[config.mk]
export PLATFORM = sky130hd
export DESIGN_NAME = uart_rx
export DESIGN_NICKNAME = d
export VERILOG_FILES = /design/src/rtl/uart_rx_pkg.sv /design/src/rtl/uart_rx_sync.sv /design/src/rtl/uart_rx.sv
export SDC_FILE = /design/constraint.sdc
export NUM_CORES = 1
export LEC_CHECK = 0
export CORE_MARGIN = 3
export CORE_UTILIZATION = 46
export DETAILED_ROUTE_END_ITERATION = 16
export HOLD_SLACK_MARGIN = 0.12
export PLACE_DENSITY = 0.68
export SETUP_SLACK_MARGIN = 0.5
export SYNTH_ARGS = -nofsm -noshare
export SYNTH_HDL_FRONTEND = slang
export SYNTH_SLANG_ARGS = --single-unit
[constraint.sdc]
create_clock -name clk -period 1.9 [get_ports clk]
set_clock_uncertainty 0.05 [all_clocks]
set_input_delay 0.19 -clock clk [delete_from_list [all_inputs] [get_ports clk]]
set_output_delay 0.19 -clock clk [all_outputs]
set_load 0.03 [all_outputs]
[src/rtl/uart_rx_pkg.sv]
// Shared definitions for the UART receiver: FSM state encoding and default
// frame-format parameters.
package uart_rx_pkg;

    localparam int DBIT_DEF    = 8;
    localparam int SB_TICK_DEF = 16;

    typedef enum logic [1:0] {
        IDLE  = 2'b00,
        START = 2'b01,
        DATA  = 2'b10,
        STOP  = 2'b11
    } state_e;

endpackage

[src/rtl/uart_rx_sync.sv]
// Two-flop synchronizer for the serial line. Both flops reset to 1, which is
// the idle line level, so reset does not look like a start bit.
module uart_rx_sync (
    input  logic clk,
    input  logic reset,
    input  logic d_i,
    output logic q_o
);

    logic [1:0] sync_q;

    always_ff @(posedge clk or posedge reset) begin
        if (reset) sync_q <= 2'b11;
        else       sync_q <= {sync_q[0], d_i};
    end

    assign q_o = sync_q[1];

endmodule

[src/rtl/uart_rx.sv]
// UART receiver with 16x oversampling, LSB-first. Defining UART_RX_FRAME_ERR_EN
// adds a frame_err output that flags a low stop bit.
module uart_rx
    import uart_rx_pkg::*;
#(
    parameter int DBIT    = DBIT_DEF,
    parameter int SB_TICK = SB_TICK_DEF
) (
    input  logic       clk,
    input  logic       reset,
    input  logic       rx,
    input  logic       s_tick,
    output logic       rx_done_tick,
    output logic [7:0] dout
`ifdef UART_RX_FRAME_ERR_EN
    ,
    output logic       frame_err
`endif
);

    // The stop phase can run past 16 ticks (1.5 / 2 stop bits).
    localparam int SW = (SB_TICK > 16) ? 5 : 4;

    state_e            state_reg, state_d;
    logic [SW-1:0]     s_reg, s_d;
    logic [2:0]        n_reg, n_d;
    logic [DBIT-1:0]   b_reg, b_d;
    logic              rx_s;

    uart_rx_sync u_sync (
        .clk   (clk),
        .reset (reset),
        .d_i   (rx),
        .q_o   (rx_s)
    );

    always_ff @(posedge clk or posedge reset) begin
        if (reset) begin
            state_reg <= IDLE;
            s_reg     <= '0;
            n_reg     <= '0;
            b_reg     <= '0;
        end else begin
            state_reg <= state_d;
            s_reg     <= s_d;
            n_reg     <= n_d;
            b_reg     <= b_d;
        end
    end

    always_comb begin
        state_d      = state_reg;
        s_d          = s_reg;
        n_d          = n_reg;
        b_d          = b_reg;
        rx_done_tick = 1'b0;
        unique case (state_reg)
            IDLE: begin
                if (!rx_s) begin
                    state_d = START;
                    s_d     = '0;
                end
            end
            START: begin
                if (s_tick) begin
                    if (s_reg == SW'(7)) begin
                        if (!rx_s) begin
                            state_d = DATA;
                            s_d     = '0;
                            n_d     = '0;
                        end else begin
                            state_d = IDLE;
                        end
                    end else begin
                        s_d = s_reg + 1'b1;
                    end
                end
            end
            DATA: begin
                if (s_tick) begin
                    if (s_reg == SW'(15)) begin
                        s_d = '0;
                        // Shift right with the new bit entering at the MSB; works for DBIT=1 too.
                        b_d = DBIT'({rx_s, b_reg} >> 1);
                        if (n_reg == 3'(DBIT - 1)) state_d = STOP;
                        else                        n_d = n_reg + 1'b1;
                    end else begin
                        s_d = s_reg + 1'b1;
                    end
                end
            end
            STOP: begin
                if (s_tick) begin
                    if (s_reg == SW'(SB_TICK - 1)) begin
                        rx_done_tick = 1'b1;
                        state_d      = IDLE;
                        s_d          = '0;
                    end else begin
                        s_d = s_reg + 1'b1;
                    end
                end
            end
            default: state_d = IDLE;
        endcase
    end

    always_comb begin
        dout            = '0;
        dout[DBIT-1:0]  = b_reg;
    end

`ifdef UART_RX_FRAME_ERR_EN
    assign frame_err = rx_done_tick & ~rx_s;
`endif

endmodule

* After elaboration in Yosys (flattened, before gate mapping)
Index checks and enable logic that the tools add are counted.
Storage, ports and cells: bits in registers 19, memories kept 0, bits of input ports 4, word-level logic and storage cells 57, memory bits (read-only) 0, bits in writable memories 0, bits in latches 0
Operators by class: reductions and logical operators 7, multipliers 0, divide/modulo/power cells 0, shift-type cells 0, eq/ne operators 17, order comparisons 0, mux-type cells 26, bitwise operators 0, add/subtract/negate cells 2
Operators with widths (count):
- 2-to-1 mux 4 bit | 5
- inequality test 2 bit (second input constant) | 10
- 2-to-1 mux 2 bit | 9
- 2-to-1 mux 3 bit | 6
- case mux 4 bit (3 select lines) | 1
- case mux 2 bit (4 select lines) | 1
- AND reduction 8 bit | 1
- AND reduction 7 bit | 1
- case mux 3 bit (2 select lines) | 1
- adder 4 x 1 -> 4 bit (second input constant) | 1
- equality test 2 bit (second input constant) | 2
- equality test 4 x 3 -> 1 bit (second input constant) | 1
- equality test 4 bit (second input constant) | 1
- adder 3 x 1 -> 3 bit (second input constant) | 1
- equality test 3 bit (second input constant) | 1
- 2-to-1 mux 1 bit | 3
- AND reduction 3 bit | 1
- equality test 2 x 1 -> 1 bit (second input constant) | 1
- logical NOT 2 bit | 1
- inequality test 2 x 1 -> 1 bit (second input constant) | 1
- AND reduction 2 bit | 1
- nonzero test 2 bit | 1
- OR reduction 2 bit | 1

* Logic depth before layout (Yosys ltp)
word-level depth 5, depth in mapped cells 6

* Cells and area by module
From an unflattened synthesis, not the netlist that was laid out.
Second synthesis, totals: cell total of the unflattened synthesis 81, area, all modules 954.7 um^2
By module, submodules not included:
- uart_rx | area each 898.4 um^2, times used 1, cells an instance 78
- uart_rx_sync | area each 56.3 um^2, times used 1, cells an instance 3

* Worst setup path after synthesis
No wires, ideal clock.
path type reg-to-reg, start register s_reg[0], end register n_reg[0], path slack 0.196 ns, buffers on the path 0, data arrival time 1.529 ns, library setup time 0.125 ns, cell stages (with the launch flop) 6, required time 1.725 ns, cell sequence dfrtp_1 -> ha_1 -> and4_4 -> a2bb2oi_2 -> a211oi_4 -> mux2_4
Between the ends: cells in the longest elaborated chain, start to end 3, elaborated cells on any way between the ends 5, classes of those cells 4 x eq/ne; 1 x reduce/logical
RTL lines:
- start: declaration | RTL line uart_rx.sv:25 | logic [SW-1:0] s_reg, s_d;
- start signal: assignment | RTL line uart_rx.sv:40 | s_reg <= '0;
- start signal: assignment | RTL line uart_rx.sv:45 | s_reg <= s_d;
- equality test 4 bit or equality test 4 x 3 -> 1 bit (tied branches) | RTL line uart_rx.sv:81, uart_rx.sv:66
- inequality test 2 bit (no source line)
- AND reduction 7 bit (no source line) *
- end signal: assignment | RTL line uart_rx.sv:46 | n_reg <= n_d;
- end: declaration | RTL line uart_rx.sv:26 | logic [2:0] n_reg, n_d;
Mark *: on every way between the ends. The rest lies on a longest branch, timed or not. A chain may end at the register's enable or synchronous reset.

* Worst setup path after layout
start register s_reg[1], end output rx_done_tick
Between the ends: cells in the longest elaborated chain, start to end 4
RTL lines:
- equality test 4 bit | RTL line uart_rx.sv:94 | if (s_reg == SW'(SB_TICK - 1)) begin
- 2-to-1 mux 1 bit | RTL line uart_rx.sv:94
- 2-to-1 mux 1 bit | RTL line uart_rx.sv:93 | if (s_tick) begin
- 2-to-1 mux 1 bit | RTL line uart_rx.sv:57 | unique case (state_reg)
- end: declaration | RTL line uart_rx.sv:13 | output logic rx_done_tick,
No other way between the ends.

==> impl_results.md <==
- Simple logic cell fraction of the synthesized area: 0.1848
- Die Ht: 53.46 µm
- Synthesized area per cell: 11.91 µm²
- I/O pin cnt: 13
- Inserted Diodes: 0
- ANT nets after route: 0
- Crit-path max cell delay: 0.42 ns
- Clock sink count: 19
- Site Rows: 16
- Synthesized cell area: 1036 µm²
- Leakage power: 0.6565 nW
- Number of remaining DRC errors: 0
- Most common cell in the synthesized netlist: dfrtp_1
- Fill cells: approximately 180
- Core ar.: 2042 µm²
- P per Cell Area: 1042 nW/µm²
- Port Buffers: 12
- Clock latency on the worst-skew pair: between 0.3 and 0.4 ns
- Ranking of synthesized cells by area: dfrtp_1 (41%), mux2_1 (7.6%), dfstp_2 (5.1%)
- Sequential share of the synthesized area: 0.4614
- Mux contribution to synthesized area: 0.1208
- Die Area: between 2000 and 3000 µm²
- Min Tclk post-route: roughly 1.7 ns
- Width of the die: about 53 µm
- Worst hold slack: 0.1377 ns
- Worst endpoint required time: ~1.7 ns
- Kind of critical path: register to output port
- Max-cap viol count: 0
- Final hold vios: 0
- Startpoint Class: register
- Multi-input gate area: 558.0 µm²
- Worst Path Arrival: 1.44 ns
- Family with the most delay on the worst path: simple AND/OR/NAND/NOR gates
- CP Buf/Inv Count: 1
- R2R Setup Slk: about 0.22 ns
- CTS clock-pin slew for the worst setup and hold paths: roughly 0.12 ns
- Htree depth: 1
- Slew Limit Fails: 0
- FF-to-FF Start: s_reg[1]
- Initial Util: 0.5074
- Final Core Density: 0.6483
- Finish-stage setup viols: 0
- Ratio of cells with drive above 1 in the final layout: 0.4444
- DRT iter0 DRCs: 2
- Hpwl dp: ~1400 µm
- Post-synth top cells: dfrtp_1 (17), mux2_1 (7), nand2_1 (7)
- Initial antenna violation count: 0
- Slew HR: 0.7298
- Number of global-route vias before repair: 700
- Synth Area in Adders: 0.03623
- Worst r2r path cells: 6
- Largest fanout on the critical path: 2
- Worst r2r dst: n_reg[0]
- Vias: 715
- Largest register FFs: 8
- Synth Instances: 87
- Status: completed
- Total congestion overflow: 0
- Pin count of the biggest net entering global routing: 20
- Share of flip-flops with an asynchronous set or reset: 1.000
- Flop and latch count out of synthesis: 19
- Synth area leader: dfrtp_1
- Via density: 5.296
- Syn-to-layout area delta: 27.78%
- CP max-delay cell: dfrtp_1
- Total power: 0.001380 W
- CP Cell Sequence: ha_4 -> nand2_2 -> or2_4 -> nor2_4 -> buf_6
- DR WL/cell: 13.44 µm
- Root Driver: clkbuf_4
- CTS tree: built
- Xor/xnor share of the synthesized area: 0
- Hold Buf Count CTS: 0
- Period utilization: 0.8862
- Most used DFF post-synth: dfrtp_1
- Yosys cell types: 35
- Total CTS buffers: 3
- EDFF count, synth: 0
- Global-route wire length before repair: between 3000 and 4000 µm
- RD Place Congestion: 0.7720
- First-pass iteration count of the detailed router: 3
- Final net count: 116
- Critical path endpoint category: output port
- Routed Wire Length: 1814 µm
- Min-Delay Path Class: input port to async pin
- Clk buf depth: 2
- Yosys warns: 0
- Largest family of logic cells by synthesized area: simple AND/OR/NAND/NOR gates
- Worst slew pin tran: 0.4038 ns
- FMAX: roughly 0.59 GHz
- Post-synthesis compound-gate area fraction: 0.1268
- Synth top area share: 0.4106
- RSZ-0062 raised after global routing: yes
- Setup TNS: 0 ns
- Total GRT Usage: 0.1518
- Worst IR Drop VDD: 629.2 µV
- Syn nets: 94
- Register area: 481.7 µm²
==> worst max-delay path by stage <==
stage / from / depth (start not counted) / to / slack [ns]
after floorplan: s_reg[0] / 5 / n_reg[0] / 0.26
after global placement: s_tick / 6 / n_reg[0] / 0.06
after detailed placement: s_tick / 6 / n_reg[0] / 0.04
after CTS: s_reg[1] / 5 / rx_done_tick / 0.19
final: s_reg[1] / 5 / rx_done_tick / 0.22
after global routing: s_reg[1] / 7 / n_reg[2] / 0.11
==> where the power goes <==
part           internal, W  switching (W)  leakage (nW)
sequential        0.000483       0.000127         0.242
combinational     0.000323       0.000239         0.397
clock            0.0000786       0.000128        0.0177
total             0.000885       0.000494         0.657
==> placed cells by master, fill, tap and decap left out, types with 2 or more instances in the layout <==
cell type        synthesis  routed
a21oi_1                  2       2
a31oi_1                  3       3
buf_4                    1       8
clkbuf_4                 0       3
clkdlybuf4s50_1          0       3
dfrtp_1                 17      14
dfrtp_2                  0       3
dfstp_2                  2       2
dlygate4sd2_1            0       8
inv_1                    6       6
mux2_4                   1       8
mux2i_1                  2       2
nand2_1                  7       5
nand2_2                  0       2
nand3_1                  3       2
nor2_1                   6       4
nor3_1                   2       2
o21ai_0                  3       2
==> worst register-to-register path: stages, from the launching register on <==
cell       delay [ns]
dfrtp_1          0.42
ha_4             0.17
buf_12           0.11
and4_4           0.25
a2bb2oi_2        0.07
a211oi_4         0.19
mux2_4           0.32
==> cell type report <==
cell class                 count  share of cell area
clock inverter                 1            0.003781
inverter                       7             0.02363
multi-input combinational     57              0.4215
timing repair buffer          21              0.1446
sequential                    19              0.3639
clock buffer                   3             0.01701
tap                           27             0.02552
==> per-stage QoR <==
step                cell area [µm²]  worst slack [ns]  instances
CTS                            1313            0.1937        135
finish                         1324            0.2163        135
floorplan                      1087            0.2571         87
global placement               1235           0.06429        127
detailed placement             1235           0.03867        127
global route                   1324            0.1117        135
==> routing by layer <==
metal | up-vias | track usage | part of all wire
met5 | - | 0 | 0
met4 | 0 | 0.06383 | 0.020
met3 | 4 | 0.05070 | 0.042
met2 | 12 | 0.2449 | 0.51
met1 | 347 | 0.1821 | 0.42
li1 | 352 | - | -
==> repair_timing <==
item                                    in CTS  in global routing
gates cloned                                 0                  0
endpoints found under the setup margin      25                 18
resized for setup                           15                  4
buffers inserted                             4                  0
endpoints found under the hold margin        0                  0
pin swaps                                    4                  0
==> logic make-up (layout without fill, tap and decap cells) <==
kind of cell,count (synthesis),in the layout
muxes,11,11
adders and majority gates,3,3
DFF,19,19
buffers and inverters,11,32
and+or+nand+nor,27,27
AOI/OAI and AO/OA,16,16
Power figures use the tool's default switching activity.
